**config.mk**
```make
export PLATFORM = sky130hd
export DESIGN_NAME = xor_serial_arbiter
export DESIGN_NICKNAME = d
export VERILOG_FILES = /design/src/rtl/xor_serial_arbiter.sv
export SDC_FILE = /design/constraint.sdc
export NUM_CORES = 1
export LEC_CHECK = 0
export ABC_AREA = 1
export BUFFER_PORTS_ARGS = -buffer_cell sky130_fd_sc_hd__buf_4
export CAP_MARGIN = 10
export CORE_ASPECT_RATIO = 0.5
export CORE_MARGIN = 3
export CORE_UTILIZATION = 35
export DETAILED_ROUTE_END_ITERATION = 16
export PLACE_DENSITY_LB_ADDON = 0.25
export SLEW_MARGIN = 0
export SYNTH_ARGS = -nofsm -noshare
export SYNTH_HDL_FRONTEND = slang
export SYNTH_HIERARCHICAL = 1
export SYNTH_SLANG_ARGS = --single-unit
```
**constraint.sdc**
```tcl
create_clock -name clk_i -period 2.12 [get_ports clk_i]
set_input_delay 0.424 -clock clk_i [delete_from_list [all_inputs] [get_ports clk_i]]
set_output_delay 0.424 -clock clk_i [all_outputs]
set_load 0.02 [all_outputs]
```
**src/rtl/xor_serial_arbiter.sv**
```systemverilog
// Round-robin arbiter sharing one bit-serial NAND-built XOR cell between two requesters.
// Optional parity mode is compiled in with `define XOR_ARB_PARITY_EN.

module xor_gate (
    input  logic a_i,
    input  logic b_i,
    output logic y_o
);
    logic n1, n2, n3;

    assign n1  = ~(a_i & b_i);
    assign n2  = ~(a_i & n1);
    assign n3  = ~(b_i & n1);
    assign y_o = ~(n2 & n3);
endmodule

module xor_serial_arbiter #(
    parameter int unsigned WIDTH = 8
) (
    input  logic               clk_i,
    input  logic               rst_i,
    input  logic [1:0]         in_req_i,
    input  logic [2*WIDTH-1:0] in_op_a_i,
    input  logic [2*WIDTH-1:0] in_op_b_i,
    input  logic [1:0]         in_mode_i,
    output logic [1:0]         out_ack_o,
    output logic [WIDTH-1:0]   out_result_o,
    output logic               out_busy_o,
    output logic               out_owner_o
);
    localparam int unsigned CntW = $clog2(WIDTH);

    typedef enum logic [1:0] {StIdle, StShift, StDone} state_e;

    state_e            state_q;
    logic [CntW-1:0]   cnt_q;
    logic [WIDTH-1:0]  op_a_q, op_b_q;
    logic [WIDTH-1:0]  res_q, res_d;
    logic [WIDTH-1:0]  result_q;
    logic [1:0]        ack_q;
    logic              busy_q;
    logic              owner_q;
    logic              last_q;
    logic              grant_idx;
    logic              gate_a, gate_b, gate_y;
    logic              parity_mode;

`ifdef XOR_ARB_PARITY_EN
    logic mode_q;
    assign parity_mode = mode_q;
`else
    logic unused_mode;
    assign unused_mode = ^in_mode_i;
    assign parity_mode = 1'b0;
`endif

    // On a tie the requester not served last wins; otherwise the lone requester.
    assign grant_idx = (in_req_i == 2'b11) ? ~last_q : in_req_i[1];

    assign gate_a = op_a_q[cnt_q];
    assign gate_b = op_b_q[cnt_q];

    xor_gate u_xor_gate (
        .a_i (gate_a),
        .b_i (gate_b),
        .y_o (gate_y)
    );

    always_comb begin
        res_d = res_q;
        if (parity_mode) begin
            res_d[0] = res_q[0] ^ gate_y;
        end else begin
            res_d[cnt_q] = gate_y;
        end
    end

    always_ff @(posedge clk_i) begin
        if (rst_i) begin
            state_q  <= StIdle;
            cnt_q    <= '0;
            op_a_q   <= '0;
            op_b_q   <= '0;
            res_q    <= '0;
            result_q <= '0;
            ack_q    <= 2'b00;
            busy_q   <= 1'b0;
            owner_q  <= 1'b0;
            last_q   <= 1'b1;
`ifdef XOR_ARB_PARITY_EN
            mode_q   <= 1'b0;
`endif
        end else begin
            ack_q <= 2'b00;
            unique case (state_q)
                StIdle: begin
                    if (|in_req_i) begin
                        owner_q <= grant_idx;
                        op_a_q  <= grant_idx ? in_op_a_i[2*WIDTH-1:WIDTH] : in_op_a_i[WIDTH-1:0];
                        op_b_q  <= grant_idx ? in_op_b_i[2*WIDTH-1:WIDTH] : in_op_b_i[WIDTH-1:0];
`ifdef XOR_ARB_PARITY_EN
                        mode_q  <= in_mode_i[grant_idx];
`endif
                        cnt_q   <= '0;
                        res_q   <= '0;
                        busy_q  <= 1'b1;
                        state_q <= StShift;
                    end
                end
                StShift: begin
                    res_q <= res_d;
                    if (cnt_q == CntW'(WIDTH - 1)) begin
                        // Result and ack are registered so both are valid in the DONE cycle.
                        result_q <= res_d;
                        ack_q    <= owner_q ? 2'b10 : 2'b01;
                        state_q  <= StDone;
                    end else begin
                        cnt_q <= cnt_q + CntW'(1);
                    end
                end
                StDone: begin
                    last_q  <= owner_q;
                    busy_q  <= 1'b0;
                    state_q <= StIdle;
                end
                default: state_q <= StIdle;
            endcase
        end
    end

    assign out_ack_o    = ack_q;
    assign out_result_o = result_q;
    assign out_busy_o   = busy_q;
    assign out_owner_o  = owner_q;
endmodule
```
==> summary.txt <==
delay-heaviest family, CP: simple AND/OR/NAND/NOR gates
cell mode on critical path: nand2_1
final hold slack: 0.364 ns
post-route minimum period: 1.83 ns
Final setup viols: 0
Cell Pwr Density: 738 nW/um^2
Worst Max-Slew Pin Slew: 0.503 ns
status: complete, no violations
WP buf/inv: 4
Storage cell area: 841 sq um
Initial Utilization: 38.0%
ys flop type: dfxtp_1
RSZ-0062 raised after global routing: false
register area share after synthesis: 38.6%
Die ar.: 7260 sq um
first-pass detailed-route iteration total: 4
Placer Congestion: 0.800
WL met3: 304 microns
Pleak: 0.00127 uW
I/O pins: 50
Yosys reg bits: 42
ANT cells: 0
metal1 wirelength: 2490 microns
Area contributors post-synth: dfxtp_1 (39%), nand2_1 (16%), a21oi_1 (8.7%)
Design Area, Final: 2730 sq um
Die X: 118 microns
# nets final: 405
critical-path maximum fanout: 9
clk buf depth: 2
Num Clock Sinks: 42
first-pass GRT wire length: 8540 microns
Worst VDD drop: 0.357 mV
syn nets: 360
Vias/cell: 4.66
clock-pin transition on the worst setup and hold timing paths: 0.06 ns
Total Neg Setup Slack: 0 ns
H-tree levels: 2
utilization after layout: 47.6%
vias post-DR: 2,099
CP startpoint kind: register
CP Data Arrival Time: 2.02 ns
vias in the first global route: 1,941
Area Growth Syn to Fin: 25.3%
post-synth cell types: 25
WL final: 5060 microns
final hold viol count: 0
Top Metal Used: met4
worst clock skew: 0.00487 ns
Power Total: 2010 uW
Worst Setup End Kind: register
area post-placement: 2580 sq um
Final Slew Violations: 0
Hold WC Path Type: in -> reg
num rows: 19
cell chain of the critical path: buf_4 -> nand2_1 -> a21oi_1 -> o21ai_0 -> nand2_1 -> inv_1 -> nand2_1 -> nand2_1 -> clkinvlp_4 -> nand4_1 -> nand2_1 -> nand2_1 -> nand2_1 -> inv_1
Async SR Flop Fraction: 0%
share of layout cells above drive strength 1: 20.2%
GRT Overall Usage: 14.5%
core area: 5730 sq um
post-DR wirelength/cell: 11.2 microns
drt first-iter violations: 117
max-cap viol count: 0
DR DRC count: 0
Synth area leader: dfxtp_1
area of the multi-input gates: 1100 sq um
Root Driver: clkbuf_16
Setup Crit Path Kind: reg -> reg
routed wl met2: 2220 microns
DP Wirelength: 3600 microns
Synth warnings: 6
largest net degree at the start of global routing: 35
period utilization: 86.5%
CTS tree: yes
Worst-Skew Late Latency: 0.28 ns
Critical-path top delay cell: dfxtp_1
IO Port Bufs: 47
mapped cell area: 2180 sq um
Post-synth EDFFs: 0
Die Y: 61.8 microns
CTS buffer count: 5
overflow left after global routing: 0
CP required: 2.31 ns
fillers: 596
cell count after synthesis: 320
post-synth top area share: 38.6%
max frequency: 546 MHz
initial antenna violation count: 0
max_slew headroom: 66.4%
critical path's largest stage delay: 0.44 ns
Post-DRT Antenna Nets: 0
Post-Synthesis Mean Instance Area: 6.80 sq um
[through the flow]
step | instances | setup WS (ns)
final | 450 | 0.287
after global routing | 450 | 0.0181
after CTS | 450 | 0.272
after detailed placement | 442 | 0.298
after global placement | 442 | 0.309
after floorplan | 320 | 0.443
[repair_timing]
item | 4_1_cts | 5_1_grt
setup endpoints to repair | 0 | 3
hold buffers | 0 | 0
resized for setup | 0 | 1
buffers inserted | 0 | 0
endpoints found under the hold margin | 0 | 0
[sequential cells by signal, indices dropped and copies added, names as in the netlist]
signal and cells:
op_a_q 8, op_b_q 8, out_result_o 8, res_q 8
cnt_q 3, out_ack_o 2, state_q 2, last_q 1
out_busy_o 1, out_owner_o 1
[layout make-up]
class,count,share of cell area (%)
Inverter,31,4.40
Clock inverter,1,0.183
Timing Repair Buffer,54,15.3
Tap cell,84,3.85
Clock buffer,7,5.23
Multi-Input combinational cell,231,40.2
Sequential cell,42,30.8
[worst register-to-register path, stage by stage, from the launching register on]
cell and delay, ns:
dfxtp_1 0.44, buf_4 0.20, nand2_1 0.06, a21oi_1 0.14, o21ai_0 0.09, nand2_1 0.09
inv_1 0.04, nand2_1 0.05, nand2_1 0.07, clkinvlp_4 0.15, nand4_1 0.13, nand2_1 0.11
nand2_1 0.06, nand2_1 0.07, inv_1 0.03
[path summary, 6_finish.rpt]
| check | from | endpoint | slack [ns] | depth (start not counted) |
|---|---|---|---|---|
| setup / recovery | cnt_q[0]$_SDFFE_PP0P_ | out_result_o[5]$_SDFFE_PP0P_ | 0.29 | 14 |
| hold reg to reg | res_q[4]$_SDFFE_PP0P_ | res_q[4]$_SDFFE_PP0P_ | 0.48 | 2 |
| setup reg to reg | cnt_q[0]$_SDFFE_PP0P_ | out_result_o[5]$_SDFFE_PP0P_ | 0.29 | 14 |
| hold / removal | in_op_b_i[10] | op_b_q[2]$_SDFFE_PP0P_ | 0.36 | 3 |
[report_power, final]
group	total, uW	switching, uW	internal [uW]
Clock	757	291	466
Combinational	384	232	152
Sequential	872	34.5	838
[cell usage after synthesis (2+ instances only)]
master / count
nor3_1: 2
o21a_1: 7
o21ai_0: 25
nand4_1: 6
buf_6: 5
clkbuf_1: 2
inv_1: 27
dfxtp_1: 42
nand2_4: 2
buf_2: 5
nor2_4: 2
nand2_2: 3
inv_2: 3
a21oi_1: 38
buf_4: 2
nor2_1: 24
ha_1: 2
nand2_1: 92
nand3_1: 25
[placed cells by master (no fill, tap or decap)]
| cell | synthesis | final |
|---|---|---|
| clkbuf_8 | 1 | 1 |
| nand4_1 | 6 | 6 |
| clkinvlp_4 | 0 | 1 |
| nand2_4 | 2 | 2 |
| inv_2 | 3 | 3 |
| nor2_8 | 1 | 1 |
| o21ai_0 | 25 | 25 |
| nor2_1 | 24 | 24 |
| nand3_1 | 25 | 25 |
| a21oi_1 | 38 | 38 |
| and3_2 | 1 | 1 |
| clkinv_2 | 0 | 1 |
| nand2_1 | 92 | 92 |
| clkbuf_1 | 2 | 1 |
| inv_1 | 27 | 27 |
| ha_1 | 2 | 2 |
| buf_12 | 0 | 1 |
| clkbuf_16 | 0 | 5 |
| nand2_2 | 3 | 3 |
| o21ai_1 | 1 | 1 |
| dfxtp_1 | 42 | 42 |
| buf_4 | 2 | 53 |
| nor3_1 | 2 | 2 |
| o21a_1 | 7 | 7 |
| nor2_4 | 2 | 2 |
[kinds of logic (layout without fill, tap and decap cells)]
logic type,count (synthesis),after routing,synth area share (%)
AND/OR/NAND/NOR,158,158,32.1
AO/OA/AOI/OAI,71,71,17.1
buffers and inverters,47,93,11.0
flip-flops,42,42,38.6
adder cells (fa/ha/maj),2,2,1.15
[metal layers]
| metal | GRT usage [%] | vias up |
|---|---|---|
| met1 | 17.8 | 925 |
| met3 | 3.89 | 5 |
| li1 | - | 1125 |
| met5 | 0 | - |
| met2 | 25.9 | 44 |
| met4 | 5.17 | 0 |
No activity file was read; power rests on OpenSTA's default activity.
